[src/rtl/mpsoc_dbg_bytefifo.sv]
// mpsoc_dbg_bytefifo: byte FIFO for the JTAG serial port data paths.
// Show-ahead circular buffer with registered occupancy words (COUNT/FREE)
// and registered FULL/EMPTY. The occupancy words feed clock-domain sync
// registers downstream; this block itself is single-clock.
module mpsoc_dbg_bytefifo #(
    parameter int DEPTH = 8,  // power of two, 2..8 so COUNT/FREE fit in 4 bits
    parameter int DW    = 8
) (
    input  logic          CLK,
    input  logic          RSTN,
    input  logic          CLR,
    input  logic [DW-1:0] DATA_IN,
    input  logic          WRITE_EN,
    input  logic          READ_EN,
    output logic [DW-1:0] DATA_OUT,
    output logic [3:0]    COUNT,
    output logic [3:0]    FREE,
    output logic          FULL,
    output logic          EMPTY,
    output logic          OVERFLOW,
    output logic          UNDERFLOW
);

    localparam int         AW      = (DEPTH > 1) ? $clog2(DEPTH) : 1;
    localparam logic [3:0] DEPTH_W = 4'(DEPTH);

    logic [DW-1:0] mem [DEPTH];
    logic [AW-1:0] rd_ptr;
    logic [AW-1:0] wr_ptr;

    logic          push_ok;
    logic          pop_ok;
    logic [3:0]    count_nxt;

    // A pop is only refused when empty. A push into a full FIFO is accepted
    // when a pop in the same cycle frees the slot being written (wr_ptr ==
    // rd_ptr when full, so the head is overwritten as it leaves).
    always_comb begin
        pop_ok    = READ_EN & ~EMPTY;
        push_ok   = WRITE_EN & (~FULL | pop_ok);
        count_nxt = COUNT + 4'(push_ok) - 4'(pop_ok);
    end

    // Show-ahead head entry; no bypass from DATA_IN.
    assign DATA_OUT = mem[rd_ptr];

    // Storage: cleared by reset only, CLR leaves contents in place.
    always_ff @(posedge CLK or negedge RSTN) begin
        if (!RSTN) begin
            for (int i = 0; i < DEPTH; i++) mem[i] <= '0;
        end else if (!CLR && push_ok) begin
            mem[wr_ptr] <= DATA_IN;
        end
    end

    // Pointers wrap naturally at DEPTH because DEPTH is a power of two.
    always_ff @(posedge CLK or negedge RSTN) begin
        if (!RSTN) begin
            rd_ptr <= '0;
            wr_ptr <= '0;
        end else if (CLR) begin
            rd_ptr <= '0;
            wr_ptr <= '0;
        end else begin
            if (push_ok) wr_ptr <= wr_ptr + 1'b1;
            if (pop_ok)  rd_ptr <= rd_ptr + 1'b1;
        end
    end

    // Occupancy and flags all load from count_nxt so they always agree.
    always_ff @(posedge CLK or negedge RSTN) begin
        if (!RSTN) begin
            COUNT <= 4'd0;
            FREE  <= DEPTH_W;
            FULL  <= 1'b0;
            EMPTY <= 1'b1;
        end else if (CLR) begin
            COUNT <= 4'd0;
            FREE  <= DEPTH_W;
            FULL  <= 1'b0;
            EMPTY <= 1'b1;
        end else begin
            COUNT <= count_nxt;
            FREE  <= DEPTH_W - count_nxt;
            FULL  <= (count_nxt == DEPTH_W);
            EMPTY <= (count_nxt == 4'd0);
        end
    end

    // Error pulses: one cycle per rejected op, suppressed by CLR.
    always_ff @(posedge CLK or negedge RSTN) begin
        if (!RSTN) begin
            OVERFLOW  <= 1'b0;
            UNDERFLOW <= 1'b0;
        end else if (CLR) begin
            OVERFLOW  <= 1'b0;
            UNDERFLOW <= 1'b0;
        end else begin
            OVERFLOW  <= WRITE_EN & ~push_ok;
            UNDERFLOW <= READ_EN & ~pop_ok;
        end
    end

endmodule

[config.mk]
export PLATFORM = sky130hd
export DESIGN_NAME = mpsoc_dbg_bytefifo
export DESIGN_NICKNAME = d
export VERILOG_FILES = /design/src/rtl/mpsoc_dbg_bytefifo.sv
export SDC_FILE = /design/constraint.sdc
export NUM_CORES = 1
export LEC_CHECK = 0
export CORE_MARGIN = 2
export CORE_UTILIZATION = 45
export DETAILED_ROUTE_END_ITERATION = 7
export MAX_ROUTING_LAYER = met4
export PLACE_DENSITY = 0.64
export SLEW_MARGIN = 5
export SYNTH_ARGS = -nofsm -noshare
export SYNTH_HDL_FRONTEND = slang
export SYNTH_SLANG_ARGS = --single-unit
[constraint.sdc]
create_clock -name CLK -period 3.1 [get_ports CLK]
set_input_delay 0.62 -clock CLK [delete_from_list [all_inputs] [get_ports CLK]]
set_output_delay 0.62 -clock CLK [all_outputs]
set_load 0.02 [all_outputs]
==> impl_metrics.env <==
export IMPL_status="completed"
export IMPL_wl_um=7110
export IMPL_grt_max_degree=82
export IMPL_slew_viol_final=0
export IMPL_switching_power_mw=1.26
export IMPL_grt_pass1_wl_um=12000
export IMPL_nNetsFinal=330
export IMPL_synth_xor_area_share=0.0208
export IMPL_arrival_ns=2.27
export IMPL_avgSynthCellArea_um2=15.0
export IMPL_rsz0062_at_grt="no"
export IMPL_crit_path_end_kind="output pin"
export IMPL_path_delay_family="multiplexers"
export IMPL_max_freq_mhz=346
export IMPL_core_um2=8180
export IMPL_track_usage=0.184
export IMPL_swShare=0.303
export IMPL_power_leakage_nw=2.07
export IMPL_synthMuxAreaShare=0.322
export IMPL_fin_tns_setup_ns=0
export IMPL_fin_crit_ns=2.89
export IMPL_sequentialPowerShare=0.373
export IMPL_post_drt_via_cell_ratio=5.21
export IMPL_grt_remaining_overflow=0
export IMPL_relSlewSlack=0.323
export IMPL_cts_resized=0
export IMPL_antenna_found_initial=0
export IMPL_powerDensity_nw_per_um2=903
export IMPL_drive_above_1_share=0.439
export IMPL_cts_sinks=81
export IMPL_cts_hold_buffers=0
export IMPL_routedWlPerCell_um=17.0
export IMPL_synth_top_family_by_area="multiplexers"
export IMPL_yosysSeqAreaShare=0.536
export IMPL_crit_path_cell_trace="buf_4, mux4_2, mux2_2, clkdlybuf4s50_1"
export IMPL_synthCells=252
export IMPL_hpwl_um=4760
export IMPL_cts_tree="done"
export IMPL_synth_area_um2=3790
export IMPL_power_share_clock=0.222
export IMPL_synth_top_area_share=0.522
export IMPL_clk_latency_ns=0.34
export IMPL_yosysTopAreaCell="dfrtp_1"
export IMPL_worstMarginPinSlew_ns=1.02
export IMPL_post_route_util=0.564
export IMPL_layout_worst_path_cycle_share=0.931
export IMPL_synth_common_cells="dfrtp_1 (79), mux2_2 (64), mux4_2 (16), nor2_1 (14), inv_1 (10)"
export IMPL_vias=2181
export IMPL_synth_fp_nets=273
export IMPL_dieHeight_um=95.7
export IMPL_cts_clk_slew_worst_paths_ns=0.08
export IMPL_ant_nets=0
export IMPL_drtIter0Drc=99
export IMPL_path_buf_inv=2
export IMPL_crit_slowest_cell="clkdlybuf4s50_1"
export IMPL_num_antenna_cells=0
export IMPL_start_util=0.463
export IMPL_synth_enable_flop_cells=0
export IMPL_cap_violations=0
export IMPL_area_growth_syn_to_layout_pct=21.7
export IMPL_htree_levels=3
export IMPL_cts_setup_buffers=0
export IMPL_worstHoldPathType="input port to async pin"
export IMPL_ys_warn_count=0
export IMPL_synth_main_ff_cell="dfrtp_1"
export IMPL_stdcell_count=419
export IMPL_grt_pass1_vias=2286
export IMPL_vdd_drop_max_mv=0.523
export IMPL_synth_cell_types=32
export IMPL_worstPathRequired_ns=2.48
export IMPL_place_congestion=0.749
export IMPL_synth_compound_area_frac=0.0188
export IMPL_yosys_area_share_simple=0.0492
export IMPL_io_pins=33
export IMPL_p_comb_frac=0.405
export IMPL_die_area_um2=9170
export IMPL_synth_seq_cells=81
export IMPL_cp_start_kind="flip-flop"
export IMPL_fin_skew_ns=0.0111
export IMPL_yosysMostFrequentCell="dfrtp_1"
export IMPL_root_buffer="clkbuf_8"
export IMPL_placed_cells=403
export IMPL_numPortBuffers=32
export IMPL_nFillCells=663
export IMPL_cts_buffers=9
export IMPL_power_internal_mw=2.90
export IMPL_async_reset_ff_frac=1.00
export IMPL_drc=0
export IMPL_cts_buffer_depth=2
export IMPL_placementRows=33
export IMPL_setup_violations=0
export IMPL_synthTopCellsByArea="dfrtp_1 (52%), mux2_2 (19%), mux4_2 (9.5%), mux2_4 (3.2%), ha_1 (2.3%)"
export IMPL_finalHoldViolCount=0
export IMPL_crit_path_max_incr_delay_ns=0.54
export IMPL_drt_first_pass_iters=4
export IMPL_crit_fanout=10
export IMPL_critical_path_class="flip-flop to output pin"
export IMPL_die_w_um=95.7
export IMPL_synth_fa_ha_area_frac=0.0284
-- cells by family (layout without fill, tap and decap cells) --
group           count (synthesis)  in the layout
xor+xnor                        9              9
mux                            90             90
fa+ha+maj                       8              8
compound gates                  9              9
buf+inv                        19             81
flops                          81             81
simple gates                   36             36
-- cell usage in the layout, fill, tap and decap left out, types with 2 or more instances in the layout --
master and count:
mux2_4 8, buf_4 23, dfstp_2 2, ha_1 7
xnor2_1 6, clkdlybuf4s50_1 31, nor2_1 14, mux2_2 64
clkbuf_8 10, inv_1 10, nor2_2 6, a21oi_1 3
bufinv_16 3, mux2i_1 2, xor2_1 3, nand2b_1 3
dfrtp_1 79, nand2_1 8, mux4_2 16
-- power by group through the flow --
stage	combinational, mW	clock [mW]	sequential [mW]
2_1_floorplan	1.10	0	1.59
3_3_place_gp	1.67	0	1.57
3_5_place_dp	1.70	0	1.58
4_1_cts	1.71	0.947	1.56
5_1_grt	1.85	0.999	1.60
6_report	1.69	0.923	1.55
-- worst paths after layout --
| check | startpoint | to | slack, ns | depth (start not counted) |
|---|---|---|---|---|
| setup reg to reg | EMPTY | FREE[2] | 0.60 | 11 |
| hold reg to reg | EMPTY | UNDERFLOW | 0.50 | 2 |
| hold / removal | RSTN | mem[30] | 0.42 | 1 |
| setup / recovery | rd_ptr[0] | DATA_OUT[1] | 0.21 | 4 |
| max in group asynchronous | RSTN | rd_ptr[1] | 2.00 | 1 |
| min in group CLK | EMPTY | UNDERFLOW | 0.50 | 2 |
-- state kept, by name, indices dropped and copies added, names as in the netlist --
signal     flops
mem           64
FREE           4
COUNT          3
UNDERFLOW      1
rd_ptr         3
wr_ptr         3
OVERFLOW       1
FULL           1
EMPTY          1
-- final cells by class --
cell class	instances	area, um^2	area share
multi-input combinational	152	1670	0.361
clock inverter	5	103	0.0223
tap	105	131	0.0285
timing repair buffer	55	503	0.109
inverter	10	37.5	0.00814
clock buffer	11	141	0.0307
sequential	81	2030	0.440
-- metrics by stage --
stage          instance area [um^2]  total power [mW]  hold slack [ns]  setup WS, ns
4_1_cts                        4610              4.22            0.477         0.170
5_1_grt                        4610              4.45            0.521         0.102
6_report                       4610              4.16            0.422         0.213
2_1_floorplan                  3790              2.69            0.324         0.345
3_3_place_gp                   4370              3.24            0.484        0.0336
3_5_place_dp                   4370              3.28            0.489       -0.0541
-- layer usage --
metal | GRT usage | up-vias | part of all wire
li1 | - | 1011 | -
met2 | 0.277 | 23 | 0.49
met3 | 0.0446 | 6 | 0.020
met5 | - | - | 0
met4 | 0.0464 | 0 | 0.010
met1 | 0.254 | 1141 | 0.48
No activity file was read; power rests on OpenSTA's default activity.
